`src/rtl/alu_result_uart_tx_pkg.sv`:
```
// Shared definitions for the ALU result UART return path: byte-level FSM
// states, two-byte sequencer states, flags-byte layout and default baud divisor.
package alu_result_uart_tx_pkg;

  // 100 MHz system clock / 115200 baud
  localparam int DEFAULT_CLKS_PER_BIT = 868;

  // Bit positions inside the flags byte (byte 1 of every report)
  localparam int FLAG_CARRY = 0;
  localparam int FLAG_ZERO  = 1;

  // One 8N1 byte: idle line, start bit, eight data bits, stop bit
  typedef enum logic [1:0] {
    TX_IDLE  = 2'd0,
    TX_START = 2'd1,
    TX_DATA  = 2'd2,
    TX_STOP  = 2'd3
  } tx_state_e;

  // Which byte of the two-byte report is on the line
  typedef enum logic [1:0] {
    SEQ_IDLE  = 2'd0,
    SEQ_BYTE0 = 2'd1,
    SEQ_BYTE1 = 2'd2
  } seq_state_e;

  // Pack the ALU flags into the transmitted flags byte; upper bits are zero
  function automatic logic [7:0] make_flags(input logic zero, input logic carry);
    logic [7:0] f;
    f = 8'h00;
    f[FLAG_ZERO]  = zero;
    f[FLAG_CARRY] = carry;
    return f;
  endfunction

endpackage

```
`src/rtl/uart_tx_byte.sv`:
```
// Single 8N1 byte transmitter: baud counter, bit counter and shifter.
// i_start is taken when idle, or in the last cycle of the stop bit so that a
// following byte starts with no idle gap. o_byte_done marks that last cycle.
module uart_tx_byte
  import alu_result_uart_tx_pkg::*;
#(
  parameter int CLKS_PER_BIT = DEFAULT_CLKS_PER_BIT,
  parameter int NB_BAUD_CNT  = 10
) (
  input  logic       clk,
  input  logic       i_rst,
  input  logic       i_start,
  input  logic [7:0] i_byte,
  output logic       o_tx,
  output logic       o_byte_done
);

  localparam logic [NB_BAUD_CNT-1:0] CNT_LAST = NB_BAUD_CNT'(CLKS_PER_BIT - 1);

  tx_state_e              state_q, state_n;
  logic [NB_BAUD_CNT-1:0] cnt_q, cnt_n;
  logic [2:0]             bit_q, bit_n;
  logic [7:0]             sh_q, sh_n;
  logic                   tx_q, tx_n;
  logic                   wrap;

  assign wrap        = (cnt_q == CNT_LAST);
  assign o_byte_done = (state_q == TX_STOP) && wrap;
  assign o_tx        = tx_q;

  // State, counters, shifter and the registered line
  always_ff @(posedge clk or posedge i_rst) begin
    if (i_rst) begin
      state_q <= TX_IDLE;
      cnt_q   <= '0;
      bit_q   <= '0;
      sh_q    <= '0;
      tx_q    <= 1'b1;
    end else begin
      state_q <= state_n;
      cnt_q   <= cnt_n;
      bit_q   <= bit_n;
      sh_q    <= sh_n;
      tx_q    <= tx_n;
    end
  end

  // Next-state logic; the line value is decided one cycle ahead so o_tx is a flop
  always_comb begin
    state_n = state_q;
    cnt_n   = cnt_q;
    bit_n   = bit_q;
    sh_n    = sh_q;
    tx_n    = tx_q;
    case (state_q)
      TX_IDLE: begin
        cnt_n = '0;
        tx_n  = 1'b1;
        if (i_start) begin
          state_n = TX_START;
          bit_n   = '0;
          sh_n    = i_byte;
          tx_n    = 1'b0;
        end
      end
      TX_START: begin
        if (wrap) begin
          state_n = TX_DATA;
          cnt_n   = '0;
          tx_n    = sh_q[0];
        end else begin
          cnt_n = cnt_q + 1'b1;
        end
      end
      TX_DATA: begin
        if (wrap) begin
          cnt_n = '0;
          if (bit_q == 3'd7) begin
            state_n = TX_STOP;
            tx_n    = 1'b1;
          end else begin
            bit_n = bit_q + 3'd1;
            sh_n  = {1'b0, sh_q[7:1]};
            tx_n  = sh_q[1];
          end
        end else begin
          cnt_n = cnt_q + 1'b1;
        end
      end
      TX_STOP: begin
        if (wrap) begin
          cnt_n = '0;
          if (i_start) begin
            state_n = TX_START;
            bit_n   = '0;
            sh_n    = i_byte;
            tx_n    = 1'b0;
          end else begin
            state_n = TX_IDLE;
            tx_n    = 1'b1;
          end
        end else begin
          cnt_n = cnt_q + 1'b1;
        end
      end
      default: begin
        state_n = TX_IDLE;
        cnt_n   = '0;
        tx_n    = 1'b1;
      end
    endcase
  end

endmodule

```
`src/rtl/alu_result_uart_tx.sv`:
```
// ALU result return path: on each accepted request, sends the result byte
// followed by the flags byte ({6'b0, zero, carry}) as two back-to-back 8N1 frames.
// Handshake: a request is accepted on a rising edge where i_valid && o_ready;
// o_ready is high only while idle, requests seen while busy are ignored (no
// queueing), so a requester holds i_valid until it observes o_ready.
module alu_result_uart_tx
  import alu_result_uart_tx_pkg::*;
#(
  parameter int NB_DATA      = 8,
  parameter int CLKS_PER_BIT = DEFAULT_CLKS_PER_BIT,
  parameter int NB_BAUD_CNT  = 10
) (
  input  logic               clk,
  input  logic               i_rst,
  input  logic [NB_DATA-1:0] i_result,
  input  logic               i_zero,
  input  logic               i_carry,
  input  logic               i_valid,
  output logic               o_ready,
  output logic               o_busy,
  output logic               o_done,
  output logic               o_tx
);

  seq_state_e         seq_q, seq_n;
  logic [NB_DATA-1:0] result_q;
  logic [7:0]         flags_q;
  logic               done_q, done_n;
  logic               accept;
  logic               tx_start;
  logic [7:0]         tx_byte;
  logic               byte_done;

  assign accept  = (seq_q == SEQ_IDLE) && i_valid;
  assign o_ready = (seq_q == SEQ_IDLE);
  assign o_busy  = ~o_ready;
  assign o_done  = done_q;

  // Sequencer state and the end-of-report pulse
  always_ff @(posedge clk or posedge i_rst) begin
    if (i_rst) begin
      seq_q  <= SEQ_IDLE;
      done_q <= 1'b0;
    end else begin
      seq_q  <= seq_n;
      done_q <= done_n;
    end
  end

  // Snapshot of the ALU outputs; later input changes cannot reach the line
  always_ff @(posedge clk or posedge i_rst) begin
    if (i_rst) begin
      result_q <= '0;
      flags_q  <= '0;
    end else if (accept) begin
      result_q <= i_result;
      flags_q  <= make_flags(i_zero, i_carry);
    end
  end

  // Two-byte sequencing: byte 0 starts on accept (straight from the inputs,
  // as the snapshot loads on the same edge), byte 1 chains off byte 0's stop bit
  always_comb begin
    seq_n    = seq_q;
    done_n   = 1'b0;
    tx_start = 1'b0;
    tx_byte  = result_q;
    case (seq_q)
      SEQ_IDLE: begin
        if (i_valid) begin
          seq_n    = SEQ_BYTE0;
          tx_start = 1'b1;
          tx_byte  = i_result;
        end
      end
      SEQ_BYTE0: begin
        if (byte_done) begin
          seq_n    = SEQ_BYTE1;
          tx_start = 1'b1;
          tx_byte  = flags_q;
        end
      end
      SEQ_BYTE1: begin
        if (byte_done) begin
          seq_n  = SEQ_IDLE;
          done_n = 1'b1;
        end
      end
      default: seq_n = SEQ_IDLE;
    endcase
  end

  uart_tx_byte #(
    .CLKS_PER_BIT(CLKS_PER_BIT),
    .NB_BAUD_CNT (NB_BAUD_CNT)
  ) u_tx_byte (
    .clk        (clk),
    .i_rst      (i_rst),
    .i_start    (tx_start),
    .i_byte     (tx_byte),
    .o_tx       (o_tx),
    .o_byte_done(byte_done)
  );

endmodule

```
`config.mk`:
```
export PLATFORM = sky130hd
export DESIGN_NAME = alu_result_uart_tx
export DESIGN_NICKNAME = d
export VERILOG_FILES = /design/src/rtl/alu_result_uart_tx_pkg.sv /design/src/rtl/uart_tx_byte.sv /design/src/rtl/alu_result_uart_tx.sv
export SDC_FILE = /design/constraint.sdc
export NUM_CORES = 1
export LEC_CHECK = 0
export ABC_AREA = 1
export BUFFER_PORTS_ARGS = -buffer_cell sky130_fd_sc_hd__clkbuf_2
export CORE_ASPECT_RATIO = 1.5
export CORE_MARGIN = 2
export CORE_UTILIZATION = 50
export DETAILED_ROUTE_END_ITERATION = 7
export HOLD_SLACK_MARGIN = 0.12
export PLACE_DENSITY = 0.71
export SLEW_MARGIN = 30
export SYNTH_ARGS = -nofsm -noshare
export SYNTH_HDL_FRONTEND = slang
export SYNTH_SLANG_ARGS = --single-unit
```
`constraint.sdc`:
```
create_clock -name clk -period 3.2 [get_ports clk]
set_clock_uncertainty 0.05 [all_clocks]
set_input_delay 0.48 -clock clk [delete_from_list [all_inputs] [get_ports clk]]
set_output_delay 0.48 -clock clk [all_outputs]
set_load 0.02 [all_outputs]
```
== Word-level counts from Yosys, hierarchy flattened ==
Cells that the tools add are included.

* Bits in registers: 37
* Bits of input ports: 13

* $add $sub $neg: 2
* Equality and inequality tests: 16
* Multiplexer cells: 36
* Bitwise operators: 1
* Reduce and logical (&&, ||, !) cells: 10

{| class="wikitable"
|+ Operators by type and width
! operator !! number
|-
| $mux 8 || 6
|-
| $pmux 8 s3 || 1
|-
| $pmux 10 s2 || 1
|-
| $mux 2 || 8
|-
| $pmux 8 s2 || 1
|-
| $mux 3 || 4
|-
| $add 10x1->10 const B || 1
|-
| $eq 10x10->1 const B || 1
|-
| $mux 10 || 1
|-
| $ne 2x2->1 const B || 5
|-
| $mux 1 || 9
|-
| $pmux 3 s3 || 1
|-
| $ne 2x1->1 const B || 4
|-
| $pmux 2 s4 || 1
|-
| $eq 2x2->1 const B || 3
|-
| $pmux 2 s3 || 1
|-
| $reduce_and 3->1 || 2
|-
| $reduce_and 5->1 || 1
|-
| $eq 2x1->1 const B || 2
|-
| $logic_not 2->1 || 2
|-
| $pmux 1 s4 || 1
|-
| $reduce_and 4->1 || 1
|-
| $add 3x1->3 const B || 1
|-
| $eq 3x3->1 const B || 1
|-
| 5 further kinds || 6
|}

== Longest topological paths before layout ==
* Word-level depth: 7
* Depth in mapped cells: 11
* Depth with buffers taken out: 11

== By module ==
Synthesis repeated with hierarchy kept, for this count alone.

* Cell total of the unflattened synthesis: 277
* Area, all modules: 2047.0 um^2

{| class="wikitable"
|+ By module, submodules not included
! module !! times used !! cells each !! area each (um^2) !! seq. area each (um^2)
|-
| uart_tx_byte || 1 || 179 || 1362.6 || 601.8
|-
| alu_result_uart_tx || 1 || 98 || 684.4 || 325.3
|}

== Worst setup path after synthesis ==
OpenSTA, ideal clock, no wires.

* Path type: register to register
* Start point: register u_tx_byte.state_q[0]
* End point: register u_tx_byte.state_q[0]
* Library setup time: 0.121 ns
* Arrival: 1.591 ns
* Data required time: 3.029 ns
* Setup slack: 1.438 ns
* Cell stages (with the launch flop): 12
* Path through: dfrtp_1 > inv_1 > ha_1 > buf_6 > inv_2 > nand2_1 > o21ai_0 > inv_1 > nor2_1 > nand2_1 > o21ai_1 > nand2_1

* Word-level cells in the longest chain between the ends: 7
* Elaborated cells between the ends (all ways): 16

{| class="wikitable"
|+ Ends and longest elaborated chain
! what !! line !! source
|-
| start, declared || uart_tx_byte.sv:20 || <nowiki>tx_state_e state_q, state_n;</nowiki>
|-
| start signal, assigned || uart_tx_byte.sv:40 || <nowiki>state_q <= state_n;</nowiki>
|-
| $eq 2x2->1 || uart_tx_byte.sv:28, uart_tx_byte.sv:55 ||
|-
| $logic_and 1x1->1 || uart_tx_byte.sv:28 || <nowiki>assign o_byte_done = (state_q == TX_STOP) && wrap;</nowiki>
|-
| $mux 1 || alu_result_uart_tx.sv:77 || <nowiki>if (byte_done) begin</nowiki>
|-
| $pmux 1 s2 || alu_result_uart_tx.sv:68 || <nowiki>case (seq_q)</nowiki>
|-
| $mux 1 || uart_tx_byte.sv:93 || <nowiki>if (i_start) begin</nowiki>
|-
| $mux 2 || uart_tx_byte.sv:91 || <nowiki>if (wrap) begin</nowiki>
|-
| $pmux 2 s4 || uart_tx_byte.sv:55 || <nowiki>case (state_q)</nowiki>
|}

Several ways; a longest one is shown, not always the timed one. The select of a mux whose other input is x is not followed.
A chain may end at the register's enable or synchronous reset.

== Worst setup path in the final report ==
Same ends and word-level chain as after synthesis.

==> impl_metrics.sql <==
INSERT INTO impl_metrics (metric_group, metric, value, unit) VALUES
('outcome', 'outcome', 'completed', ''),
('layout', 'final_layout_size_suffix_gt1_share', '17.0', '%'),
('sta', 'period_minus_slack', '2090', 'ps'),
('clock_network', 'clock_tree.root_cell', 'clkbuf_8', ''),
('logic_synthesis', 'mappedNetlistNets', '247', ''),
('sta', 'period_share', '65.2', '%'),
('power', 'cellInternalPower', '0.787', 'mW'),
('sta', 'tns', '0', 'ps'),
('sta', 'report.final.slew_viol_count', '0', ''),
('logic_synthesis', 'post_synthesis_cell_count', '226', ''),
('clock_network', 'cts_buffers', '5', ''),
('setup_path', 'worstPathArrival', '2220', 'ps'),
('clock_network', 'cts_hold_buf', '0', ''),
('global_route', 'gr-total-overflow', '0', ''),
('place', 'port-buffer-count', '16', ''),
('logic_synthesis', 'synthDominantCellAreaShare', '47.1', '%'),
('route', 'route.detailed.vias_per_inst', '5.02', ''),
('logic_synthesis', 'synthesis.area', '1910', 'um^2'),
('setup_path', 'critPathKind', 'flop to flop', ''),
('logic_synthesis', 'share_of_the_yosys_chip_area_belonging_to_registers', '48.4', '%'),
('power', 'sw_share', '18.8', '%'),
('logic_synthesis', 'post_synth_num_cell_types', '29', ''),
('power', 'power.density_cell_area', '450', 'nW/um^2'),
('layout', 'mostFrequentLayoutCell', 'nand2_1', ''),
('clock_network', 'cts_tree', 'done', ''),
('sta', 'hold_viol_final', '0', ''),
('power', 'seq_power_share', '48.2', '%'),
('die', 'fp-row-count', '27', ''),
('layout', 'most-common-layout-cells', 'nand2_1 (76), dfrtp_1 (36), nor2_1 (21)', ''),
('layout', 'syn_to_final_growth', '12.5', '%'),
('setup_path', 'critical_path.startpoint_type', 'flop', ''),
('place', 'dp.final_hpwl', '2.55', 'mm'),
('logic_synthesis', 'synthDominantAreaCellType', 'dfrtp_1', ''),
('clock_network', 'clock_buffer_depth', '2', ''),
('sta', 'worst_pin_slew', '451', 'ps'),
('power', 'max-vdd-ir-drop', '0.000342', 'V'),
('global_route', 'pin_count_of_the_biggest_net_entering_global_routing', '38', ''),
('power', 'total_leakage_power', '1.10', 'nW'),
('die', 'die_height', '79.8', 'um'),
('power', 'share_comb_of_total_power', '1.7', '%'),
('power', 'p_total', '0.969', 'mW'),
('route', 'detailedRoute.firstPassIterationCount', '4', ''),
('clock_network', 'worst_setup_hold_path_clk_slew', '70', 'ps'),
('route', 'route.detailed.drc', '0', ''),
('logic_synthesis', 'async_flop_share', '100', '%'),
('clock_network', 'htree_num_levels', '2', ''),
('place', 'placer_congestion_estimate', '0.752', ''),
('setup_path', 'worstPathRequired', '3340', 'ps'),
('place', 'dpl_cell_area', '2020', 'um^2'),
('sta', 'slew-limit-headroom', '70.0', '%'),
('layout', 'finish.utilization', '58.5', '%'),
('logic_synthesis', 'ys.flop_type', 'dfrtp_1', ''),
('sta', 'maxClockFrequency', '479', 'MHz'),
('sta', 'setup-violations-final', '0', ''),
('die', 'fp.coreArea', '3680', 'um^2'),
('logic_synthesis', 'yosysWarnings', '0', ''),
('logic_synthesis', 'synth-seq-cells', '37', ''),
('logic_synthesis', 'synthTopCellsByArea', 'dfrtp_1 (47%), nand2_1 (15%), ha_1 (5.2%)', ''),
('place', 'dp_cells', '282', ''),
('layout', 'final_area', '2150', 'um^2'),
('clock_network', 'post_cts.resized_instances', '0', ''),
('setup_path', 'cp_max_fo', '15', ''),
('setup_path', 'setup.worst_path.end_class', 'flop', ''),
('layout', 'n_antenna_cell', '0', ''),
('flow_run', 'cap_viol_max_count', '0', ''),
('layout', 'post_layout_nonfiller_instances', '290', ''),
('route', 'drt.antenna.violating_nets', '0', ''),
('global_route', 'first_pass_grt_wire_length', '6.34', 'mm'),
('sta', 'timing.final.ws_setup', '1110', 'ps'),
('route', 'finalWirelength', '3.44', 'mm'),
('global_route', 'grt_pass1_vias', '1542', '');
[worst paths after layout]
check,from,end,slack [ps],cells after the start
setup / recovery,u_tx_byte.state_q[0],u_tx_byte.state_q[0],1110,10
max in group asynchronous,i_rst,u_tx_byte.o_tx,2530,3
setup reg to reg,u_tx_byte.state_q[0],u_tx_byte.state_q[0],1110,10
hold reg to reg,u_tx_byte.cnt_q[0],u_tx_byte.cnt_q[0],420,1
hold / removal,i_rst,u_tx_byte.cnt_q[0],220,3
min in group clk,i_carry,flags_q[0],330,3
[flip-flops by register name (all words and copies together) (netlist names)]
| register | count |
|---|---|
| u_tx_byte.bit_q | 3 |
| flags_q | 2 |
| seq_q | 2 |
| u_tx_byte.sh_q | 8 |
| result_q | 8 |
| u_tx_byte.state_q | 2 |
| o_done | 1 |
| u_tx_byte.cnt_q | 10 |
| u_tx_byte.o_tx | 1 |
[synthesized netlist by cell type (2+ instances only)]
cell	number
inv_2	3
nor2_2	3
nor3b_1	2
nor3_1	3
nand3_4	2
ha_1	8
o21ai_0	15
inv_1	17
nor2_1	21
dfrtp_1	36
nand2_1	76
a21oi_1	4
nand2_2	2
buf_6	3
nand3_1	15
nor2_4	2
nand4_1	2
[power by group through the flow]
stage               Sequential, mW  Clock (mW)  Combinational, mW
floorplan                    0.476           0            0.00687
global placement             0.476           0             0.0171
detailed placement           0.476           0             0.0174
CTS                          0.467       0.499             0.0174
global route                 0.467       0.521             0.0198
finish                       0.467       0.485             0.0165
[worst max-delay path, stage by stage (launching register included)]
cell,delay [ps]
dfrtp_1,420
inv_1,100
ha_1,320
inv_2,250
nand2_1,150
o21ai_0,200
inv_1,70
nor2_1,120
nand2_1,100
o21ai_1,120
nand2_1,50
[routing by layer]
layer / global-route usage, % / routed length, um / up-vias
met5: 0 / 0 / -
met4: 12.3 / 123 / 0
met3: 4.68 / 86 / 11
met2: 35.1 / 1800 / 17
met1: 21.3 / 1430 / 667
li1: - / - / 761
[cell type report]
cell class | instances | area [um^2] | area share [%]
flip-flops and latches | 37 | 927 | 43.0
multi-input cells | 164 | 857 | 39.8
inverters | 21 | 91.3 | 4.24
repair buffers | 17 | 87.6 | 4.07
clock buffers | 5 | 68.8 | 3.19
clock inverters | 3 | 68.8 | 3.19
well taps | 43 | 53.8 | 2.50
[logic make-up (layout without fill, tap and decap cells)]
kind of cell / Yosys count / count (layout) / synth area share, %
AOI/OAI and AO/OA: 24 / 24 / 7.19
xor gates and xnor gates: 2 / 2 / 0.915
adders and majority gates: 8 / 8 / 5.23
buffers and inverters: 25 / 46 / 6.80
DFF: 37 / 37 / 48.4
and+or+nand+nor: 130 / 130 / 31.4
Note: power is estimated with default switching activity, not from simulation.
